[src/rtl/madd_msub_ctrl.sv]
// Sequencer for the word-serial 256-bit modular add/subtract datapath:
// operand load, raw pass, correction-by-p pass, then result streaming.
module madd_msub_ctrl #(
  parameter int unsigned NWORDS = 16
) (
  input  logic clk,
  input  logic rst,
  input  logic start,
  input  logic op,
  input  logic keep_p,
  input  logic din_valid,
  output logic din_ready,
  input  logic dout_ready,
  output logic dout_valid,
  output logic res_sel,
  output logic busy,
  output logic done,
  input  logic sign_a_b,
  input  logic sign_a_b_p,
  output logic rega_we,
  output logic regb_we,
  output logic regp_we,
  output logic regs0_we,
  output logic regs1_we,
  output logic rega_cyc,
  output logic regb_cyc,
  output logic regp_cyc,
  output logic regs0_cyc,
  output logic regs1_cyc,
  output logic dff1_we,
  output logic carry_sel,
  output logic mux0_sel,
  output logic mux1_sel,
  output logic add_sub
);

  localparam int unsigned CW = $clog2(NWORDS);
  localparam logic [CW-1:0] LAST = CW'(NWORDS - 1);

  typedef enum logic [2:0] {IDLE, LOAD_A, LOAD_B, LOAD_P, PH1, PH2, OUT} state_t;

  state_t        state, state_nx;
  logic [CW-1:0] wc;
  logic          op_q, keep_q, neg, res_sel_q, done_q;
  logic          adv, last, accept, out_last;

  assign last     = (wc == LAST);
  // done_q doubles as the "first IDLE cycle" marker, so start is ignored then
  assign accept   = (state == IDLE) && start && !done_q;
  assign out_last = (state == OUT) && dout_ready && last;
  assign busy     = (state != IDLE);
  assign done     = done_q;
  assign res_sel  = res_sel_q;

  always_comb begin
    state_nx   = state;
    adv        = 1'b0;
    din_ready  = 1'b0;
    dout_valid = 1'b0;
    rega_we    = 1'b0;
    regb_we    = 1'b0;
    regp_we    = 1'b0;
    regs0_we   = 1'b0;
    regs1_we   = 1'b0;
    rega_cyc   = 1'b0;
    regb_cyc   = 1'b0;
    regp_cyc   = 1'b0;
    regs0_cyc  = 1'b0;
    regs1_cyc  = 1'b0;
    dff1_we    = 1'b0;
    carry_sel  = 1'b0;
    mux0_sel   = 1'b0;
    mux1_sel   = 1'b0;
    add_sub    = 1'b0;
    case (state)
      IDLE: if (accept) state_nx = LOAD_A;
      LOAD_A: begin
        din_ready = 1'b1;
        rega_we   = din_valid;
        adv       = din_valid;
        if (din_valid && last) state_nx = LOAD_B;
      end
      LOAD_B: begin
        din_ready = 1'b1;
        regb_we   = din_valid;
        adv       = din_valid;
        if (din_valid && last) state_nx = keep_q ? PH1 : LOAD_P;
      end
      LOAD_P: begin
        din_ready = 1'b1;
        regp_we   = din_valid;
        adv       = din_valid;
        if (din_valid && last) state_nx = PH1;
      end
      PH1: begin
        add_sub   = op_q;
        carry_sel = (wc == '0);
        rega_cyc  = 1'b1;
        regb_cyc  = 1'b1;
        regs0_we  = 1'b1;
        dff1_we   = last && !op_q;
        adv       = 1'b1;
        if (last) state_nx = PH2;
      end
      PH2: begin
        mux0_sel  = 1'b1;
        mux1_sel  = 1'b1;
        add_sub   = ~op_q;
        carry_sel = (wc == '0);
        regs0_cyc = 1'b1;
        regp_cyc  = 1'b1;
        regs1_we  = 1'b1;
        adv       = 1'b1;
        if (last) state_nx = OUT;
      end
      OUT: begin
        dout_valid = 1'b1;
        regs0_cyc  = dout_ready;
        regs1_cyc  = dout_ready;
        adv        = dout_ready;
        if (out_last) state_nx = IDLE;
      end
      default: state_nx = IDLE;
    endcase
  end

  always_ff @(posedge clk) begin
    if (rst) begin
      state     <= IDLE;
      wc        <= '0;
      op_q      <= 1'b0;
      keep_q    <= 1'b0;
      neg       <= 1'b0;
      res_sel_q <= 1'b0;
      done_q    <= 1'b0;
    end else begin
      state  <= state_nx;
      done_q <= out_last;
      if (state_nx != state) wc <= '0;
      else if (adv)          wc <= wc + 1'b1;
      if (accept) begin
        op_q   <= op;
        keep_q <= keep_p;
      end
      if (state == PH1 && last && op_q) neg <= sign_a_b;
      // res_sel is cleared on the way back to IDLE so it reads 0 outside OUT
      if (state == PH2 && last)  res_sel_q <= op_q ? neg : ~sign_a_b_p;
      else if (out_last)         res_sel_q <= 1'b0;
    end
  end

endmodule

[config.mk]
export PLATFORM = sky130hd
export DESIGN_NAME = madd_msub_ctrl
export DESIGN_NICKNAME = d
export VERILOG_FILES = /design/src/rtl/madd_msub_ctrl.sv
export SDC_FILE = /design/constraint.sdc
export NUM_CORES = 1
export LEC_CHECK = 0
export CORE_MARGIN = 1
export CORE_UTILIZATION = 40
export DETAILED_ROUTE_END_ITERATION = 8
export GPL_TIMING_DRIVEN = 0
export PLACE_DENSITY = 0.74
export SETUP_SLACK_MARGIN = 0.15
export SYNTH_ARGS = -nofsm -noshare
export SYNTH_HDL_FRONTEND = slang
export SYNTH_SLANG_ARGS = --single-unit
[constraint.sdc]
create_clock -name clk -period 1.8 [get_ports clk]
set_clock_uncertainty 0.2 [all_clocks]
set_input_delay 0.54 -clock clk [delete_from_list [all_inputs] [get_ports clk]]
set_output_delay 0.54 -clock clk [all_outputs]
set_load 0.02 [all_outputs]
==> flow_summary.json <==
{
  "numCtsBuffers": 3,
  "fillCellCount": 105,
  "crit_chain": "buf_8 > buf_12 > nor4_4 > buf_4",
  "status": "finished with violations",
  "ff2ff_path_depth": 7,
  "synthTopCellsByArea": "dfxtp_1 28%, nor2_1 7.9%, mux2i_1 4.7%",
  "fin_crit_ps": 2105,
  "regArea_um2": 254.0,
  "ctsRootBufferMaster": "clkbuf_4",
  "whs_ps": 312.7,
  "worst_pin_slew_ps": 440.2,
  "cp_num_buf_inv": 3,
  "antenna_cells": 0,
  "drt-total-wl_um": 3095,
  "min_from": "neg$_SDFFE_PP0P_",
  "start_kind": "flip-flop",
  "hpwlAfterDp_um": 1733,
  "final_nets": 174,
  "min_path_type": "reg2reg",
  "drive_above_1_share_pct": 56.79,
  "grt_pass1_vias": 930,
  "overflow": 0,
  "setup_viol": 26,
  "antenna_found_initial": 0,
  "rrSetupSlack_ps": -250,
  "dpl_worst_slack_ps": -946.6,
  "synth_cell_types": 38,
  "clkLatencyLatePin_ps": 280,
  "wl_per_cell_um": 16.38,
  "min_to": "neg$_SDFFE_PP0P_",
  "area_delta_synth_final_pct": 92.26,
  "cts_tree": "yes",
  "stdcell_count": 189,
  "multi_input_area_um2": 716.9,
  "r2r_start": "wc[1]$_SDFFE_PP0P_",
  "setup_tns_ps": -5505,
  "clkSlewWorstSetupHoldPaths_ps": 90,
  "violations": "negative setup slack",
  "grt_max_degree": 11,
  "mostFrequentLayoutCell": "buf_6",
  "rows": 16,
  "synth_fp_nets": 123,
  "die_h_um": 48.29,
  "die_w_um": 48.29,
  "synth_area_leader_cell": "dfxtp_1",
  "ys_warn_count": 0,
  "synth-seq-cells": 12,
  "worstPathMaxFanout": 8,
  "r2r-end": "wc[3]$_SDFFE_PP0P_",
  "placed_cells": 166,
  "io_pins": 29,
  "relSlewSlack_pct": 70.65,
  "cts_max_path_buffers": 2,
  "hold_viol": 0,
  "grtUsageTotal_pct": 26.39,
  "power_density_nw_per_um2": 413.2,
  "path_class": "reg2out",
  "final_util_pct": 83.14,
  "timing.final.crit_share_pct": 116.9,
  "leakagePower_nw": 0.6847,
  "cp.depth": 4,
  "drc": 0,
  "synth_edf_count": 0,
  "vias": 1071,
  "critPathLaunch": "state[0]$_SDFF_PP0_",
  "final_antenna_net_count": 0,
  "syn_area_per_cell_um2": 7.652,
  "routed_via_density": 5.667,
  "syn_inst": 112,
  "report.final.slew_viol_count": 0,
  "core_area_um2": 1982,
  "max_freq_mhz": 475.1,
  "synth_ff_type": "dfxtp_1",
  "end_kind": "output pin",
  "final_cell_mix": "28 x buf_6, 15 x buf_4, 12 x nor2_1",
  "drt_iter0_drc": 30,
  "ir_drop_uv": 514.8,
  "crit_family": "buffers and inverters",
  "postPlaceCellArea_um2": 1336,
  "place.gp.congestion": 0.8727,
  "max_stage_delay_ps": 370,
  "cap_violations": 0,
  "final_area_um2": 1648,
  "h-tree-depth": 1,
  "worstHoldPathCells": 2,
  "dr.pass1.iters": 4,
  "arrival_ps": 1360,
  "rsz0062_at_grt": "true",
  "cp.required_ps": 1060,
  "synth_area_um2": 857.1,
  "p_total_mw": 0.6810,
  "clock-sinks": 12,
  "netlist.area_leader.share_pct": 28.03,
  "synth-async-reset-ratio_pct": 0,
  "setup_ws_ps": -304.9,
  "ys_seq_area_share_pct": 28.03,
  "start_util_pct": 43.24,
  "portBuffers": 27,
  "dieArea_um2": 2332,
  "grt_first_pass_wirelength_um": 4181,
  "crit_slowest_cell": "dfxtp_4"
}
## registers in the layout, indices dropped and copies added (netlist names)
register and flops:
neg 1, op_q 1, keep_q 1, done 1, state 3, wc 4
res_sel 1
## worst min-delay path, stage by stage (launching register included)
cell and delay, ps:
dfxtp_1 330, mux2i_1 70, nor2_1 80
## logic make-up (layout without fill, tap and decap cells)
group / after synthesis / after routing / synth area share (%)
mux: 4 / 4 / 4.672
simple gates: 55 / 55 / 33.72
flops: 12 / 12 / 28.03
xor+xnor: 4 / 4 / 4.088
compound gates: 20 / 20 / 16.79
buf+inv: 15 / 65 / 9.781
fa+ha+maj: 2 / 2 / 2.919
## report_power, final
group | total, mW | switching (mW) | internal (mW) | leakage (nW)
combinational | 0.173 | 0.0816 | 0.0909 | 0.562
sequential | 0.281 | 0.00993 | 0.271 | 0.101
clock | 0.228 | 0.105 | 0.123 | 0.0210
total | 0.681 | 0.196 | 0.485 | 0.685
## how the worst max path moves through the flow
stage,endpoint
4_1_cts,carry_sel
2_1_floorplan,wc[3]$_SDFFE_PP0P_
6_report,dff1_we
3_5_place_dp,regp_we
5_1_grt,regs0_cyc
3_3_place_gp,regp_we
## synth_stat cells (3+ instances only)
master / number
a21oi_1: 5
inv_1: 3
clkbuf_1: 3
nor2_1: 18
dfxtp_1: 12
xnor2_1: 3
nand2_1: 7
or3_1: 3
buf_4: 5
and3_1: 4
o21ai_0: 3
nand2b_1: 6
nand3_1: 3
mux2i_1: 4
## cell type report
type                    instances  share of cell area, %
multi-input cells              85                  43.51
clock buffers                   4                  2.202
flip-flops and latches         12                  15.41
inverters                       3                 0.6834
repair buffers                 46                  27.26
plain buffers                  12                  8.884
well taps                      27                  2.050
## routing by layer
layer | track usage [%] | up-vias | part of all wire (%)
met5 | 0 | - | 0
met4 | 15.56 | 0 | 2.4
met3 | 5.185 | 13 | 5.5
met2 | 44.00 | 54 | 53
met1 | 31.17 | 517 | 39
li1 | - | 487 | -
## what timing repair did
| action | CTS | global route |
|---|---|---|
| endpoints found under the setup margin | 29 | 30 |
| buffers inserted | 15 | 4 |
| hold buffers | 0 | 0 |
| endpoints found under the hold margin | 0 | 0 |
| gates cloned | 0 | 0 |
| pin swaps | 9 | 9 |
| gates resized for setup | 130 | 23 |
(Power assumes the default switching activity.)
